==> config.mk <==
export PLATFORM = sky130hd
export DESIGN_NAME = spw_slot_ctrl_flat
export DESIGN_NICKNAME = d
export VERILOG_FILES = /design/src/rtl/spw_slot_ctrl_if.sv /design/src/rtl/spw_slot_ctrl.sv /design/src/flat_wrapper.sv
export SDC_FILE = /design/constraint.sdc
export NUM_CORES = 1
export LEC_CHECK = 0
export CAP_MARGIN = 10
export CORE_AREA = 2 2 107 109
export CTS_CLUSTER_DIAMETER = 150
export DETAILED_ROUTE_END_ITERATION = 10
export DIE_AREA = 0 0 109 111
export GPL_TIMING_DRIVEN = 0
export PLACE_DENSITY = 0.77
export SLEW_MARGIN = 10
export SYNTH_ARGS = -nofsm -noshare
export SYNTH_HDL_FRONTEND = slang
export SYNTH_SLANG_ARGS = --single-unit
==> constraint.sdc <==
create_clock -name clk_i -period 3.55 [get_ports clk_i]
set_clock_uncertainty 0.2 [all_clocks]
set_input_delay 0.5325 -clock clk_i [delete_from_list [all_inputs] [get_ports clk_i]]
set_output_delay 0.5325 -clock clk_i [all_outputs]
set_load 0.02 [all_outputs]
==> src/rtl/spw_slot_ctrl_if.sv <==
// Handshake and buffer-port bundle between the slot controller and its neighbours.
// master drives upstream/downstream requests; slave is the controller itself.
interface spw_slot_ctrl_if #(
   parameter int PTR_WIDTH  = 3,
   parameter int DATA_WIDTH = 128
);
   logic                   flush_i;
   logic                   in_valid_i;
   logic                   in_ready_o;
   logic [DATA_WIDTH-1:0]  in_data_i;
   logic                   out_valid_o;
   logic                   out_ready_i;
   logic [PTR_WIDTH-1:0]   out_ptr_o;
   logic                   wr_en_o;
   logic [PTR_WIDTH-1:0]   write_ptr_o;
   logic [DATA_WIDTH-1:0]  write_data_o;
   logic                   rd_en_o;
   logic [PTR_WIDTH-1:0]   read_ptr_o;
   logic [PTR_WIDTH:0]     count_o;

   modport master (
      output flush_i, in_valid_i, in_data_i, out_ready_i,
      input  in_ready_o, out_valid_o, out_ptr_o, wr_en_o, write_ptr_o,
             write_data_o, rd_en_o, read_ptr_o, count_o
   );

   modport slave (
      input  flush_i, in_valid_i, in_data_i, out_ready_i,
      output in_ready_o, out_valid_o, out_ptr_o, wr_en_o, write_ptr_o,
             write_data_o, rd_en_o, read_ptr_o, count_o
   );
endinterface

==> src/rtl/spw_slot_ctrl.sv <==
// Slot allocator and arrival-order tracker sitting in front of spw_buffer.
// Hands out the lowest free slot on write and releases slots in FIFO order on read.
module spw_slot_ctrl #(
   parameter int PTR_WIDTH  = 3,
   parameter int DATA_WIDTH = 128
) (
   input  logic            clk_i,
   input  logic            rst_ni,
   spw_slot_ctrl_if.slave  bus
);
   localparam int DEPTH = 1 << PTR_WIDTH;
   localparam logic [PTR_WIDTH:0] FULL_CNT = (PTR_WIDTH+1)'(DEPTH);

   typedef logic [PTR_WIDTH-1:0] ptr_t;

   logic [DEPTH-1:0]   free_q, free_d;
   ptr_t               head_q, head_d;
   ptr_t               tail_q, tail_d;
   logic [PTR_WIDTH:0] count_q, count_d;
   ptr_t               queue_q [DEPTH];
   ptr_t               queue_d [DEPTH];

   ptr_t alloc_ptr;
   ptr_t head_ptr;
   logic in_ready;
   logic out_valid;
   logic wr_en;
   logic rd_en;

   always_comb begin
      alloc_ptr = '0;
      for (int i = DEPTH - 1; i >= 0; i--) begin
         if (free_q[i]) alloc_ptr = ptr_t'(i);
      end
   end

   // Ready/valid come from registered count only, so no input-to-output comb path.
   assign in_ready  = (count_q != FULL_CNT);
   assign out_valid = (count_q != '0);
   assign head_ptr  = queue_q[head_q];
   assign wr_en     = bus.in_valid_i & in_ready;
   assign rd_en     = out_valid & bus.out_ready_i;

   assign bus.in_ready_o   = in_ready;
   assign bus.out_valid_o  = out_valid;
   assign bus.out_ptr_o    = head_ptr;
   assign bus.read_ptr_o   = head_ptr;
   assign bus.wr_en_o      = wr_en;
   assign bus.rd_en_o      = rd_en;
   assign bus.write_ptr_o  = alloc_ptr;
   assign bus.write_data_o = bus.in_data_i;
   assign bus.count_o      = count_q;

   always_comb begin
      free_d  = free_q;
      head_d  = head_q;
      tail_d  = tail_q;
      count_d = count_q;
      queue_d = queue_q;
      if (rd_en) begin
         free_d[head_ptr] = 1'b1;
         head_d           = head_q + ptr_t'(1);
      end
      // A slot released this cycle was allocated, so it can never collide with alloc_ptr.
      if (wr_en) begin
         free_d[alloc_ptr] = 1'b0;
         tail_d            = tail_q + ptr_t'(1);
         if (!bus.flush_i && rst_ni) queue_d[tail_q] = alloc_ptr;
      end
      case ({wr_en, rd_en})
         2'b10:   count_d = count_q + (PTR_WIDTH+1)'(1);
         2'b01:   count_d = count_q - (PTR_WIDTH+1)'(1);
         default: count_d = count_q;
      endcase
      if (bus.flush_i) begin
         free_d  = '1;
         head_d  = '0;
         tail_d  = '0;
         count_d = '0;
      end
   end

   always_ff @(posedge clk_i) begin
      if (!rst_ni) begin
         free_q  <= '1;
         head_q  <= '0;
         tail_q  <= '0;
         count_q <= '0;
      end else begin
         free_q  <= free_d;
         head_q  <= head_d;
         tail_q  <= tail_d;
         count_q <= count_d;
      end
   end

   // Order storage carries data only; it is never cleared.
   always_ff @(posedge clk_i) begin
      queue_q <= queue_d;
   end
endmodule
==> src/flat_wrapper.sv <==
// flat-port wrapper written by rule: the top's interface ports become plain ports
module spw_slot_ctrl_flat 
#(
   parameter int PTR_WIDTH  = 3,
   parameter int DATA_WIDTH = 128
)
  (clk_i, rst_ni, bus_flush_i, bus_in_valid_i, bus_in_data_i, bus_out_ready_i, bus_in_ready_o, bus_out_valid_o, bus_out_ptr_o, bus_wr_en_o, bus_write_ptr_o, bus_write_data_o, bus_rd_en_o, bus_read_ptr_o, bus_count_o);
  spw_slot_ctrl_if #(.PTR_WIDTH(PTR_WIDTH), .DATA_WIDTH(DATA_WIDTH)) bus_i ();
  input  logic clk_i;
  input  logic rst_ni;
  input wire logic [$bits(bus_i.flush_i)-1:0] bus_flush_i;
  input wire logic [$bits(bus_i.in_valid_i)-1:0] bus_in_valid_i;
  input wire logic [$bits(bus_i.in_data_i)-1:0] bus_in_data_i;
  input wire logic [$bits(bus_i.out_ready_i)-1:0] bus_out_ready_i;
  output wire logic [$bits(bus_i.in_ready_o)-1:0] bus_in_ready_o;
  output wire logic [$bits(bus_i.out_valid_o)-1:0] bus_out_valid_o;
  output wire logic [$bits(bus_i.out_ptr_o)-1:0] bus_out_ptr_o;
  output wire logic [$bits(bus_i.wr_en_o)-1:0] bus_wr_en_o;
  output wire logic [$bits(bus_i.write_ptr_o)-1:0] bus_write_ptr_o;
  output wire logic [$bits(bus_i.write_data_o)-1:0] bus_write_data_o;
  output wire logic [$bits(bus_i.rd_en_o)-1:0] bus_rd_en_o;
  output wire logic [$bits(bus_i.read_ptr_o)-1:0] bus_read_ptr_o;
  output wire logic [$bits(bus_i.count_o)-1:0] bus_count_o;
  assign bus_i.flush_i = bus_flush_i;
  assign bus_i.in_valid_i = bus_in_valid_i;
  assign bus_i.in_data_i = bus_in_data_i;
  assign bus_i.out_ready_i = bus_out_ready_i;
  assign bus_in_ready_o = bus_i.in_ready_o;
  assign bus_out_valid_o = bus_i.out_valid_o;
  assign bus_out_ptr_o = bus_i.out_ptr_o;
  assign bus_wr_en_o = bus_i.wr_en_o;
  assign bus_write_ptr_o = bus_i.write_ptr_o;
  assign bus_write_data_o = bus_i.write_data_o;
  assign bus_rd_en_o = bus_i.rd_en_o;
  assign bus_read_ptr_o = bus_i.read_ptr_o;
  assign bus_count_o = bus_i.count_o;
  spw_slot_ctrl #(.PTR_WIDTH(PTR_WIDTH), .DATA_WIDTH(DATA_WIDTH)) u_core (.clk_i(clk_i), .rst_ni(rst_ni), .bus(bus_i));
endmodule
Yosys cells after proc, flatten, opt, wreduce, memory -nomap -nowiden:

Cells that the tools add are included.

* flip-flop bits (word level): 42
* bits in latches: 0
* RAM bits: 0
* ROM bits: 0
* input port bits: 133
* output and inout bits: 145
* logic and storage cells: 64
* memories kept: 0

* add/sub/neg operators: 4
* $mul: 0
* div/mod/pow operators: 0
* magnitude comparators: 7
* equal/unequal tests: 3
* shifts and indexed selects: 0
* mux-type cells: 21
* bitwise operators: 8
* reduce and logical (&&, ||, !) cells: 9

Operator list (count)
* 3-bit 2-to-1 mux: 11
* 24-bit bitwise mux: 1
* 8-bit 2-to-1 mux: 2
* 3-bit binary-select mux with 3-bit select: 1
* 3-bit demux with 3-bit select: 1
* 8-bit AND: 1
* 4-bit >= comparator (second input constant): 2
* 3-bit by 4-bit < comparator with 1-bit output (second input constant): 2
* 3-bit inverter with 4-bit output: 2
* 8-bit inverter: 1
* 8-bit OR: 1
* 4-bit case mux with 2 select lines: 1
* 3-bit by 1-bit adder with 3-bit output (second input constant): 2
* 1-bit demux with 3-bit select: 2
* 3-bit by 1-bit >= comparator with 1-bit output (second input constant): 2
* 4-bit by 1-bit adder with 4-bit output (second input constant): 1
* 1-bit logical AND: 4
* 4-bit by 1-bit < comparator with 1-bit output (second input constant): 1
* 4-bit != test (second input constant): 1
* 4-bit nonzero test: 1
* 4-bit by 1-bit subtractor with 4-bit output (second input constant): 1
* 1-bit AND: 2
* 2-bit by 1-bit equality test with 1-bit output (second input constant): 1
* 2-bit equality test (second input constant): 1
* 6 further kinds: 7

Longest topological paths before layout:

Gate-level depths: netlist of the first run.

* depth in word-level cells: 15
* depth in mapped cells: 11
* mapped depth without buffers: 10

Worst setup path after synthesis of the first run:

Ideal clock, no wire load.

* path type: reg-to-reg
* start: reg u_core.count_q[0], in the netlist u_core.bus.count_o[0]
* end: reg u_core.count_q[3], in the netlist u_core.bus.count_o[3]
* library setup time: 0.071 ns
* data arrival time: 2.804 ns
* data required time: 3.279 ns
* path slack: 0.476 ns
* stages on the path, launching flop included: 12
* path buffers: 1
* clock period less this slack: 3.074 ns
* cells stage by stage: dfxtp_1 > or4b_1 > and2_1 > buf_2 > inv_2 > ha_1 > ha_1 > a21o_1 > a21oi_1 > xnor2_1 > or3_1 > a21oi_1

* cells in the longest elaborated chain, start to end: 4
* elaborated cells between the ends (all ways): 10
* those cells by class: 2 x add/sub; 3 x eq/ne; 1 x mux; 2 x bitwise; 2 x reduce/logical

Ends and longest elaborated chain
* start: declaration: line spw_slot_ctrl.sv:19 `logic [PTR_WIDTH:0] count_q, count_d;`
* start signal: assignment: line spw_slot_ctrl.sv:93 `count_q <= count_d;`
* 4-bit != test *: line spw_slot_ctrl.sv:38 `assign in_ready = (count_q != FULL_CNT);`
* net bus_in_ready_o: line flat_wrapper.sv:15 `output wire logic [$bits(bus_i.in_ready_o)-1:0] bus_in_ready_o;`
* 1-bit AND *: line spw_slot_ctrl.sv:41 `assign wr_en = bus.in_valid_i & in_ready;`
* net bus_wr_en_o: line flat_wrapper.sv:18 `output wire logic [$bits(bus_i.wr_en_o)-1:0] bus_wr_en_o;`
* 2-bit by 1-bit equality test with 1-bit output / 2-bit equality test (equally long branches): line spw_slot_ctrl.sv:70 `case ({wr_en, rd_en})`
* 4-bit case mux with 2 select lines / 2-bit nonzero test (equally long branches)

The timed path passes the listed nets; every way through them passes the cells marked *.
A chain may end at the register's enable or synchronous reset.

Worst setup path in the final report of the first run:

* start: reg u_core.head_q[0]
* end: out bus_read_ptr_o[0]

* cells in the longest elaborated chain, start to end: 4

Ends and longest elaborated chain
* start: declaration: line spw_slot_ctrl.sv:17 `ptr_t head_q, head_d;`
* start signal: assignment: line spw_slot_ctrl.sv:86 `head_q <= '0;`
* start signal: assignment: line spw_slot_ctrl.sv:91 `head_q <= head_d;`
* 3-bit inverter with 4-bit output (implied by the code): line spw_slot_ctrl.sv:40 `assign head_ptr = queue_q[head_q];`
* 3-bit binary-select mux with 3-bit select: line spw_slot_ctrl.sv:40
* 3-bit 2-to-1 mux (implied by the code) (2 in series): line spw_slot_ctrl.sv:40
* end: declaration: line flat_wrapper.sv:22 `output wire logic [$bits(bus_i.read_ptr_o)-1:0] bus_read_ptr_o;`

Every way passes these cells. The select of a mux whose other input is x is not followed.

==> results of run 1 <==
-- through the flow --
stage,setup WS [ns],instance area [um2]
floorplan,0.476,2970
global placement,0.547,4640
detailed placement,0.537,4640
CTS,0.372,4800
global route,0.311,4800
finish,0.401,4800
-- routing by layer --
layer  routed length, um  GRT usage [%]  up-vias
met3                 716           1.06        7
met5                   0              0        -
met4                 101           3.85        0
met2                3490           19.2      170
met1                2350           11.0     1087
li1                    -              -     1185
-- final timing paths --
kind                                 startpoint                                 end  slack, ns  cells past startpoint
max               u_core.head_q[0]$_SDFFE_PN0N_                   bus_read_ptr_o[0]       0.40                      5
min reg2reg  u_core.bus.count_o[3]$_SDFFE_PN0P_  u_core.bus.count_o[3]$_SDFFE_PN0P_       0.33                      2
min          u_core.bus.count_o[3]$_SDFFE_PN0P_  u_core.bus.count_o[3]$_SDFFE_PN0P_       0.33                      2
max reg2reg  u_core.bus.count_o[0]$_SDFFE_PN0P_  u_core.bus.count_o[3]$_SDFFE_PN0P_       0.55                     11
-- cells in the mapped netlist (3+ instances only) --
cell	n	area share, %
sky130_fd_sc_hd__a21oi_1	10	1.7
sky130_fd_sc_hd__buf_4	131	33
sky130_fd_sc_hd__dfxtp_1	18	12
sky130_fd_sc_hd__edfxtp_1	24	24
sky130_fd_sc_hd__ha_1	5	2.1
sky130_fd_sc_hd__inv_1	5	0.63
sky130_fd_sc_hd__inv_2	4	0.50
sky130_fd_sc_hd__mux4_2	5	3.8
sky130_fd_sc_hd__nand2_1	10	1.3
sky130_fd_sc_hd__nand2b_1	5	1.1
sky130_fd_sc_hd__nand3_1	3	0.50
sky130_fd_sc_hd__nor2_1	25	3.2
sky130_fd_sc_hd__nor3_1	5	0.84
sky130_fd_sc_hd__o21ai_0	4	0.67
sky130_fd_sc_hd__o32a_1	3	1.0
sky130_fd_sc_hd__or3_1	4	0.84
sky130_fd_sc_hd__xnor2_1	3	0.88
sky130_fd_sc_hd__xor2_1	4	1.2
-- state kept, by name (all words and copies together) (netlist names) --
signal,cells
u_core.bus.count_o,4
u_core.free_q,8
u_core.head_q,3
u_core.queue_q,24
u_core.tail_q,3
-- tightest hold or removal path: cells and delay by family (launching register included) --
family	cells	cell delay [ns]
flops	1	0.34
compound gates	2	0.14
-- cell families (layout without fill, tap and decap cells) --
group / Yosys count / count (layout) / synth area share (%)
buffers and inverters: 145 / 302 / 35.1
AND/OR/NAND/NOR: 62 / 62 / 10.2
flip-flops: 42 / 42 / 36.3
AO/OA/AOI/OAI: 27 / 27 / 6.44
multiplexers: 11 / 11 / 7.07
XOR/XNOR: 7 / 7 / 2.06
adder cells (fa/ha/maj): 6 / 6 / 2.78
-- cell type report --
cell class / count / area (um2) / area share [%]
repair buffers: 149 / 1490 / 31.1
multi-input cells: 113 / 848 / 17.7
clock inverters: 3 / 28.8 / 0.600
plain buffers: 136 / 1010 / 21.1
inverters: 9 / 33.8 / 0.704
flip-flops and latches: 42 / 1080 / 22.5
clock buffers: 5 / 125 / 2.61
well taps: 143 / 179 / 3.73
-- power by group through the flow --
| stage | sequential, uW | combinational [uW] | clock, uW |
|---|---|---|---|
| global placement | 531 | 435 | 0 |
| detailed placement | 532 | 438 | 0 |
| floorplan | 532 | 263 | 0 |
| finish | 521 | 435 | 466 |
| global route | 521 | 460 | 490 |
| CTS | 521 | 439 | 474 |
==> summary.md, run 1 <==
| Metric | Value |
|---|---|
| Result of the run | completed |
| Minimum period implied by the final worst setup slack | 3.15 ns |
| First-pass GRT wire length | 9.96 mm |
| Inserted Clock Buffers | 5 |
| Worst path top cell family by delay | multiplexers |
| Layout overhead on the synthesized area | 61.3% |
| I/O pin cnt | 278 |
| Type of the tightest min-delay check | flip-flop to flip-flop |
| Antenna Nets Post-Route | 0 |
| Clock tree root driver cell | sky130_fd_sc_hd__clkbuf_16 |
| Fin cells | 600 |
| Portion of the clock cycle consumed by the worst path in the final layout | 88.7% |
| Upper clock frequency limit | 318 MHz |
| Starting density of the core | 26.8% |
| Width of the die | 109 um |
| Switching power total | 389 uW |
| Number of gates resized after CTS | 0 |
| Net total in the final layout | 595 |
| Startpoint class of the critical path | flip-flop |
| Number of cells after detailed placement | 592 |
| Vias per std cell | 4.08 |
| Critical-path maximum fanout | 9 |
| Portion of total power attributed to combinational logic | 30.6% |
| WL per Instance | 11.1 um |
| Hold-fix buffers, CTS | 0 |
| Final-report hold violation count | 0 |
| Data arrival time of the worst path | 2.42 ns |
| Syn_area_per_cell | 9.91 um2 |
| Synthesis warning total | 0 |
| Post-Synthesis Net Count | 439 |
| Clock group share of total power | 32.8% |
| Ratio of total power to cell area | 296 nW/um2 |
| Setup violations, final | 0 |
| Worst slew margin relative to its limit | 54.1% |
| Final hold slack | 0.329 ns |
| Sum of internal, switching and leakage power | 1420 uW |
| Share of flip-flops with an asynchronous set or reset | 0% |
| Total global routing track utilization | 10.0% |
| Number of filler instances in the final layout | 1014 |
| Total leakage power | 0.00195 uW |
| Number of synthesized flops with an enable pin | 24 |
| Crit path largest cell delay | 0.57 ns |
| Slew at the pin closest to its max-slew limit | 0.688 ns |
| Crit path cell chain | buf_6 > mux2_1 > mux4_2 > buf_4 > clkdlybuf4s50_1 |
| Switching part of the total power | 27.3% |
| Critical path type | flip-flop to primary output |
| First-pass detailed-route iteration total | 4 |
| GR Overflow Total | 0 |
| CTS tree | yes |
| Die Area | 12100 um2 |
| Number of H-tree levels | 2 |
| Clock insertion delay at the later pin of the skew report | 0.28 ns |
| Diodes inserted | 0 |
| Maximum vdd ir drop | 0.000226 V |
| Post-synthesis sequential area ratio | 36.3% |
| Placer's final routability congestion estimate | 0.714 |
| Proportion of layout cells with a drive suffix above 1 | 35.0% |
| Main synth FF type | sky130_fd_sc_hd__edfxtp_1 |
| 1st-iter DRT viols | 72 |
| Maximum clock insertion buffer count | 2 |
| Most common cell after layout, fill and taps aside | sky130_fd_sc_hd__clkdlybuf4s50_1 |
| Internal power | 1030 uW |
| Buffers on Ports | 149 |
| Sink Count | 42 |
| Synthesized flop and latch total | 42 |
| Largest net degree at the start of global routing | 17 |
| Nature of the critical path endpoint | primary output |
| DR DRC count | 0 |
| Vertical die dimension | 111 um |
| Count of buffers added by post-CTS timing repair for setup | 0 |
| Slowest-stage cell, CP | sky130_fd_sc_hd__mux4_2 |
| Top library cells by usage in the layout, fill and taps aside | sky130_fd_sc_hd__clkdlybuf4s50_1 (149), sky130_fd_sc_hd__buf_4 (131), sky130_fd_sc_hd__nor2_1 (25) |
| Vias after detailed routing | 2449 |
| Cell area after technology mapping | 2970 um2 |
| Setup repair after global routing missed its margin | false |
| Floorplan row count | 39 |
| Util after Layout | 43.3% |
| Count of maximum capacitance violations | 0 |
| Clock-pin slew on the worst setup and hold paths | 0.06 ns |
| Setup Total Neg Slack | 0 ns |
| Dpl hpwl | 5.51 mm |
| Post-Route WL | 6.66 mm |
| Area of the placeable core | 11100 um2 |
| Instance count of the mapped netlist | 300 |
| Required time worst endpoint | 2.82 ns |
| Number of slew-limit violations in the final report | 0 |
| Number of global-route vias before repair | 2246 |
| Sequential share of power | 36.6% |
| Library cells used by synthesis | 44 |
| Critical path buffer and inverter count | 3 |
| Number of antenna violations at the first check in global routing | 0 |
(Power assumes the default switching activity.)
==> run 2, diff against run 1 <==
--- a/config.mk
+++ b/config.mk
@@ -11,6 +11,7 @@
 export DETAILED_ROUTE_END_ITERATION = 10
 export DIE_AREA = 0 0 109 111
 export GPL_TIMING_DRIVEN = 0
+export MAX_ROUTING_LAYER = met4
 export PLACE_DENSITY = 0.77
 export SLEW_MARGIN = 10
 export SYNTH_ARGS = -nofsm -noshare
==> constraint.sdc (replaced) <==
create_clock -name clk_i -period 3.55 [get_ports clk_i]
set_clock_uncertainty 0.2 [all_clocks]
set_input_delay 1.065 -clock clk_i [delete_from_list [all_inputs] [get_ports clk_i]]
set_output_delay 1.065 -clock clk_i [all_outputs]
set_load 0.02 [all_outputs]
==> summary.md, run 2 (same netlist as run 1, synthesis figures left out) <==
| Metric | Value |
|---|---|
| Slowest-stage cell, CP | sky130_fd_sc_hd__clkdlybuf4s50_1 |
| Number of slew-limit violations in the final report | 0 (unchanged) |
| Worst flop-to-flop path endpoint | u_core.bus.count_o[3]$_SDFFE_PN0P_ |
| Startpoint of the worst register-to-register path | u_core.bus.count_o[0]$_SDFFE_PN0P_ |
| I/O pin cnt | 278 (unchanged) |
| Width of the die | 109 um (unchanged) |
| Top reg by flops | u_core.queue_q |
| Starting density of the core | 26.8% (unchanged) |
| Worst slew margin relative to its limit | 56.4% (+2.3 points) |
| Vertical die dimension | 111 um (unchanged) |
| Number of cells after detailed placement | 592 (unchanged) |
| Antenna Nets Post-Route | 0 (unchanged) |
| Maximum vdd ir drop | 0.000237 V (+4.5%) |
| Diodes inserted | 0 (unchanged) |
| Minimum period implied by the final worst setup slack | 3.49 ns (+0.339 ns) |
| Upper clock frequency limit | 287 MHz (-9.7%) |
| Worst Hold Launch | u_core.bus.count_o[3]$_SDFFE_PN0P_ |
| Nature of the critical path endpoint | primary output |
| Floorplan row count | 39 (unchanged) |
| Area of combinational cells with multiple inputs | 867 um2 (+2.2%) |
| First-pass GRT wire length | 10.6 mm (+6.4%) |
| Setup slack of the most critical reg-to-reg path | 0.53 ns (-0.02 ns) |
| Clock-pin slew on the worst setup and hold paths | 0.06 ns (about the same) |
| First-pass detailed-route iteration total | 4 (unchanged) |
| Type of the tightest min-delay check | flip-flop to flip-flop |
| WL per Instance | 11.7 um (+5.7%) |
| Setup violations, final | 0 (unchanged) |
| Top library cells by usage in the layout, fill and taps aside | sky130_fd_sc_hd__clkdlybuf4s50_1 (141), sky130_fd_sc_hd__buf_4 (132), sky130_fd_sc_hd__nor2_1 (24), sky130_fd_sc_hd__edfxtp_1 (24), sky130_fd_sc_hd__dfxtp_1 (18) |
| Die Area | 12100 um2 (unchanged) |
| Critical-path maximum fanout | 8 (-1) |
| Most common cell after layout, fill and taps aside | sky130_fd_sc_hd__clkdlybuf4s50_1 |
| Inserted Clock Buffers | 5 (unchanged) |
| Dpl hpwl | 5.70 mm (+3.5%) |
| Critical path type | input pin to primary output |
| Fin cells | 601 (+0.17%) |
| Vias after detailed routing | 2502 (+2.2%) |
| Number of H-tree levels | 2 (unchanged) |
| Number of antenna violations at the first check in global routing | 0 (unchanged) |
| Layout overhead on the synthesized area | 62.4% |
| Crit path largest cell delay | 0.45 ns (-0.12 ns) |
| Number of global-route vias before repair | 2372 (+5.6%) |
| Post-Route WL | 7.05 mm (+5.9%) |
| Final-report hold violation count | 0 (unchanged) |
| Portion of the clock cycle consumed by the worst path in the final layout | 98.2% (+9.5 points) |
| Startpoint class of the critical path | input pin |
| Maximum clock insertion buffer count | 2 (unchanged) |
| Worst path top cell family by delay | buffers and inverters |
| Number of filler instances in the final layout | 1020 (+0.59%) |
| Crit path cell chain | clkdlybuf4s50_1 > nand2_1 > inv_2 > dlygate4sd2_1 |
| WHS Path Cells | 2 (unchanged) |
| Clock insertion delay at the later pin of the skew report | 0.29 ns (about the same) |
| Total global routing track utilization | 11.1% (+1.1 points) |
| Area of the placeable core | 11100 um2 (unchanged) |
| Endpoint, Worst Hold | u_core.bus.count_o[3]$_SDFFE_PN0P_ |
| 1st-iter DRT viols | 131 (+82%) |
| Number of flip-flops in the largest register | 24 (unchanged) |
| Sum of internal, switching and leakage power | 1450 uW (+1.6%) |
| Vias per std cell | 4.16 (+2.0%) |
| Total leakage power | 0.00198 uW (+1.7%) |
| GR Overflow Total | 0 (unchanged) |
| Worst Reg2Reg Path Length in Cells | 11 (unchanged) |
| Slew at the pin closest to its max-slew limit | 0.648 ns (-0.0398 ns) |
| Placer's final routability congestion estimate | 0.717 (+0.38%) |
| CTS tree | yes |
| Setup repair after global routing missed its margin | false |
| Ratio of total power to cell area | 299 nW/um2 (+0.98%) |
| DR DRC count | 0 (unchanged) |
| Count of maximum capacitance violations | 0 (unchanged) |
| Result of the run | completed |
| Number of stages on the worst setup path | 4 (-1) |
| Critical path buffer and inverter count | 3 (unchanged) |
| Required time worst endpoint | 2.28 ns (-0.54 ns) |
| Seq. cell area | 1080 um2 (unchanged) |
| Buffers on Ports | 149 (unchanged) |
| Net total in the final layout | 596 (+0.17%) |
| Sink Count | 42 (unchanged) |
| Proportion of layout cells with a drive suffix above 1 | 36.0% (+1.0 points) |
| Clock tree root driver cell | sky130_fd_sc_hd__clkbuf_16 |
| Data arrival time of the worst path | 2.22 ns (-0.20 ns) |
| Largest net degree at the start of global routing | 14 (-3) |
run 2: cell types whose count changed in the layout (fill, tap and decap cells not counted), sizes merged:
cell           previous run  this run
clkinv                    1         0
inv                      11         9
clkdlybuf4s50           149       141
dlymetal6s2s              0         2
buf                     134       135
dlygate4sd2               0         6
clkinvlp                  0         1
clkbuf                    7         9
run 2: area by class of cell:
type                            count  area share [%]
Buffer                            136            20.9
Clock buffer                        7            3.19
Clock inverter                      1           0.155
Inverter                            9           0.699
Multi-Input combinational cell    113            18.0
Sequential cell                    42            22.4
Tap cell                          143            3.70
Timing Repair Buffer              150            31.0
run 2: tightest hold or removal path, stage by stage (launching register included):
cell and delay (ns):
sky130_fd_sc_hd__dfxtp_1 0.34, sky130_fd_sc_hd__o21ai_0 0.08, sky130_fd_sc_hd__a21oi_1 0.06
run 2: where the power goes:
part	switching [uW]	leakage (uW)	internal, uW
registers	5.07	0.000354	516
clock network	185	0.0000753	304
logic	188	0.00155	247
run 2: worst max path at each step:
stage               slack (ns)                                from                                  to
finish                    0.06                     bus_out_ready_i                         bus_rd_en_o
CTS                       0.02       u_core.head_q[0]$_SDFFE_PN0N_                    bus_out_ptr_o[1]
detailed placement       -0.22                     bus_out_ready_i                         bus_rd_en_o
global route             0.005                     bus_out_ready_i                         bus_rd_en_o
global placement         -0.22                     bus_out_ready_i                         bus_rd_en_o
floorplan                 0.48  u_core.bus.count_o[0]$_SDFFE_PN0P_  u_core.bus.count_o[3]$_SDFFE_PN0P_
run 2: layer usage:
| layer | wire [um] | track usage, % | part of all wire [%] | vias up |
|---|---|---|---|---|
| met5 | 0 | - | 0 | - |
| met4 | 104 | 3.68 | 1.5 | 0 |
| met3 | 740 | 1.82 | 10 | 10 |
| met2 | 3730 | 20.6 | 53 | 173 |
| met1 | 2480 | 11.7 | 35 | 1132 |
| li1 | - | - | - | 1187 |
run 2: repair_timing:
item	CTS	global route
endpoints found under the setup margin	10	4
hold buffers	0	0
gates resized for setup	9	5
setup buffers	1	0
hold endpoints to repair	0	0
run 2: metrics by stage:
step	area, um2	TNS (ns)	util, %	hold slack (ns)	setup slack, ns
after detailed placement	4640	-0.343	41.9	0.315	-0.223
after global routing	4830	0	43.6	0.367	0.00491
after floorplan	2970	0	-	0.299	0.476
after global placement	4640	-0.325	41.9	0.302	-0.218
final	4830	0	43.6	0.326	0.0625
after CTS	4820	0	43.5	0.324	0.0183
==> run 3, diff against run 2 <==
--- a/config.mk
+++ b/config.mk
@@ -5,14 +5,15 @@
 export SDC_FILE = /design/constraint.sdc
 export NUM_CORES = 1
 export LEC_CHECK = 0
+export ABC_AREA = 1
 export CAP_MARGIN = 10
-export CORE_AREA = 2 2 107 109
+export CORE_AREA = 2 2 108 110
 export CTS_CLUSTER_DIAMETER = 150
 export DETAILED_ROUTE_END_ITERATION = 10
-export DIE_AREA = 0 0 109 111
+export DIE_AREA = 0 0 110 112
 export GPL_TIMING_DRIVEN = 0
 export MAX_ROUTING_LAYER = met4
-export PLACE_DENSITY = 0.77
+export PLACE_DENSITY = 0.81
 export SLEW_MARGIN = 10
 export SYNTH_ARGS = -nofsm -noshare
 export SYNTH_HDL_FRONTEND = slang
==> constraint.sdc (replaced) <==
create_clock -name clk_i -period 3.2 [get_ports clk_i]
set_clock_uncertainty 0.2 [all_clocks]
set_input_delay 0.96 -clock clk_i [delete_from_list [all_inputs] [get_ports clk_i]]
set_output_delay 0.96 -clock clk_i [all_outputs]
set_load 0.02 [all_outputs]
==> summary.md, run 3 <==
| Metric | Value |
|---|---|
| Result of the run | completed |
| Number of H-tree levels | 2 (unchanged) |
| Critical path buffer and inverter count | 3 (unchanged) |
| 1st-iter DRT viols | 115 (-12%) |
| Number of antenna violations at the first check in global routing | 0 (unchanged) |
| Proportion of layout cells with a drive suffix above 1 | 30.1% (-5.9 points) |
| Number of filler instances in the final layout | 1061 (+4.0%) |
| Portion of the clock cycle consumed by the worst path in the final layout | 98.6% |
| Fraction of synthesized cell area taken by the top area cell type | 30.9% (-2.1 points) |
| Setup Total Neg Slack | 0 ns (unchanged) |
| DR DRC count | 0 (unchanged) |
| Type of the tightest min-delay check | flip-flop to flip-flop |
| Inserted Clock Buffers | 5 (unchanged) |
| Total leakage power | 0.00240 uW (+21%) |
| Share of flip-flops with an asynchronous set or reset | 0% (unchanged) |
| Post-synthesis cell type with the largest combined area | sky130_fd_sc_hd__buf_4 |
| Required time worst endpoint | 2.04 ns (-0.24 ns) |
| Util after Layout | 45.0% (+1.4 points) |
| Hold-fix buffers, CTS | 0 (unchanged) |
| Final-report hold violation count | 0 (unchanged) |
| Sum of internal, switching and leakage power | 1610 uW (+12%) |
| Number of global-route vias before repair | 2690 (+13%) |
| Instance count of the mapped netlist | 411 (+37%) |
| Starting density of the core | 28.4% (+1.6 points) |
| Top reg by flops | u_core.queue_q |
| Ratio of total power to cell area | 321 nW/um2 (+7.1%) |
| Setup violations, final | 0 (unchanged) |
| Worst slew margin relative to its limit | 64.2% (+7.8 points) |
| Critical-path maximum fanout | 10 (+2) |
| Number of synthesized flops with an enable pin | 24 (unchanged) |
| Synthesized flop and latch total | 42 (unchanged) |
| Antenna Nets Post-Route | 0 (unchanged) |
| First-pass detailed-route iteration total | 5 (+1) |
| Total global routing track utilization | 14.5% (+3.4 points) |
| Final setup slack of the worst path | 0.0433 ns (-0.0192 ns) |
| Seq. cell area | 1080 um2 (+0.23%) |
| Buffers on Ports | 149 (unchanged) |
| Top library cells by usage in the layout, fill and taps aside | sky130_fd_sc_hd__clkdlybuf4s50_1 (141), sky130_fd_sc_hd__buf_4 (134), sky130_fd_sc_hd__nand2_1 (83) |
| Worst Hold Launch | u_core.tail_q[2]$_SDFFE_PN0N_ |
| Startpoint class of the critical path | input pin |
| Critical path type | input pin to primary output |
| Largest net degree at the start of global routing | 13 (-1) |
| Crit path cell chain | clkdlybuf4s50_1 > nand2_2 > inv_4 > clkdlybuf4s15_2 |
| Largest cells by area after synthesis | sky130_fd_sc_hd__buf_4 (31%), sky130_fd_sc_hd__edfxtp_1 (23%), sky130_fd_sc_hd__dfxtp_1 (11%) |
| Area of the placeable core | 11200 um2 (+0.88%) |
| Cell with the most instances after synthesis | sky130_fd_sc_hd__buf_4 |
| Setup Slack @ Placement | -0.419 ns (-0.196 ns) |
| Worst flop-to-flop path endpoint | u_core.bus.count_o[3]$_SDFFE_PN0P_ |
| Floorplan row count | 39 (unchanged) |
| Worst Reg2Reg Path Length in Cells | 12 (+1) |
| Maximum vdd ir drop | 0.000248 V (+4.7%) |
| WHS Path Cells | 1 (-1) |
| Diodes inserted | 0 (unchanged) |
| Vias after detailed routing | 2890 (+16%) |
| GR Overflow Total | 0 (unchanged) |
| Die Area | 12300 um2 (+1.8%) |
| Area of combinational cells with multiple inputs | 875 um2 (+0.87%) |
| Clock insertion delay at the later pin of the skew report | 0.28 ns (about the same) |
| Setup slack of the most critical reg-to-reg path | 0.74 ns (+0.21 ns) |
| Net total in the final layout | 709 (+19%) |
| Top cells by instance count after synthesis | sky130_fd_sc_hd__buf_4 (131), sky130_fd_sc_hd__nand2_1 (84), sky130_fd_sc_hd__inv_1 (46), sky130_fd_sc_hd__edfxtp_1 (24), sky130_fd_sc_hd__nand3_1 (24) |
| Post-Route WL | 9.33 mm (+32%) |
| Cell area after technology mapping | 3180 um2 (+6.9%) |
| Count of maximum capacitance violations | 0 (unchanged) |
| Setup repair after global routing missed its margin | false |
| Number of cells after detailed placement | 703 (+19%) |
| Slew at the pin closest to its max-slew limit | 0.535 ns (-0.114 ns) |
| Endpoint, Worst Hold | u_core.tail_q[2]$_SDFFE_PN0N_ |
| Vertical die dimension | 112 um (+0.90%) |
| Clock-pin slew on the worst setup and hold paths | 0.06 ns (about the same) |
| Syn_area_per_cell | 7.73 um2 (-22%) |
| Post-synthesis sequential area ratio | 34.0% (-2.3 points) |
| Main synth FF type | sky130_fd_sc_hd__edfxtp_1 |
| Synthesis warning total | 0 (unchanged) |
| I/O pin cnt | 278 (unchanged) |
| Minimum period implied by the final worst setup slack | 3.16 ns |
| Data arrival time of the worst path | 2.00 ns (-0.22 ns) |
| Worst path top cell family by delay | buffers and inverters |
| Number of slew-limit violations in the final report | 0 (unchanged) |
| Crit path largest cell delay | 0.47 ns (+0.02 ns) |
| Placer's final routability congestion estimate | 0.821 (+14%) |
| Layout overhead on the synthesized area | 58.4% |
| Clock tree root driver cell | sky130_fd_sc_hd__clkbuf_16 |
| Vias per std cell | 4.05 (-2.8%) |
| Slowest-stage cell, CP | sky130_fd_sc_hd__clkdlybuf4s50_1 |
| First-pass GRT wire length | 13.5 mm (+28%) |
| Number of flip-flops in the largest register | 24 (unchanged) |
| WL per Instance | 13.1 um (+11%) |
| Maximum clock insertion buffer count | 2 (unchanged) |
| CTS tree | yes |
| Sink Count | 42 (unchanged) |
| Library cells used by synthesis | 23 (-48%) |
| Dpl hpwl | 7.73 mm (+36%) |
| Post-Synthesis Net Count | 550 (+25%) |
| Fin cells | 714 (+19%) |
| Most common cell after layout, fill and taps aside | sky130_fd_sc_hd__clkdlybuf4s50_1 |
| Nature of the critical path endpoint | primary output |
| Upper clock frequency limit | 317 MHz |
| Width of the die | 110 um (+0.92%) |
| Startpoint of the worst register-to-register path | u_core.bus.count_o[1]$_SDFFE_PN0P_ |
-- run 3: worst register-to-register path, delay by kind of cell, from the launching register on --
family / cells / cell delay (ns)
flops: 1 / 0.35
compound gates: 5 / 0.59
buf+inv: 1 / 0.10
simple gates: 4 / 0.52
fa+ha+maj: 2 / 0.60
-- run 3: power breakdown --
group	leakage, uW	switching (uW)	internal, uW
registers	0.000331	8.04	575
logic	0.00200	257	291
clock network	0.0000683	197	285
-- run 3: timing repair --
| action | 4_1_cts | 5_1_grt |
|---|---|---|
| setup endpoints to repair | 8 | 8 |
| setup buffers | 0 | 3 |
| resized for setup | 12 | 8 |
-- run 3: final cells by class --
type | instances | share of cell area, %
sequential | 42 | 21.5
tap | 143 | 3.55
inverter | 54 | 4.08
multi-input combinational | 180 | 17.4
clock inverter | 2 | 0.174
buffer | 135 | 20.6
timing repair buffer | 152 | 30.2
clock buffer | 6 | 2.56
-- run 3: how the worst max path moves through the flow --
stage	start	end	slack [ns]	cells past startpoint
2_1_floorplan	bus_out_ready_i	u_core.bus.count_o[3]$_SDFFE_PN0P_	0.58	10
3_3_place_gp	bus_in_valid_i	bus_wr_en_o	-0.43	4
3_5_place_dp	bus_in_valid_i	bus_wr_en_o	-0.42	4
4_1_cts	bus_in_valid_i	bus_wr_en_o	-0.05	4
5_1_grt	bus_in_valid_i	bus_wr_en_o	0.0004	4
6_report	bus_in_valid_i	bus_wr_en_o	0.04	4
-- run 3: routing by layer --
layer  routed length [um]  global-route usage (%)  vias up
met5                    0                       -        -
met4                   93                    4.05        0
met3                  911                    3.51        8
met2                 4940                    26.7      130
met1                 3380                    15.1     1284
li1                     -                       -     1468
-- run 3: cells by family after synthesis --
logic type	Yosys count	share of synthesized area, %
buffers and inverters	189	39.0
DFF	42	34.0
adders and majority gates	6	2.60
AOI/OAI and AO/OA	26	4.17
xor gates and xnor gates	1	0.276
and+or+nand+nor	147	20.0
-- run 3: stage by stage --
stage | hold WS (ns) | instance area [um2]
global placement | 0.274 | 4850
CTS | 0.297 | 5000
global route | 0.324 | 5030
finish | 0.297 | 5030
floorplan | 0.252 | 3180
detailed placement | 0.284 | 4850
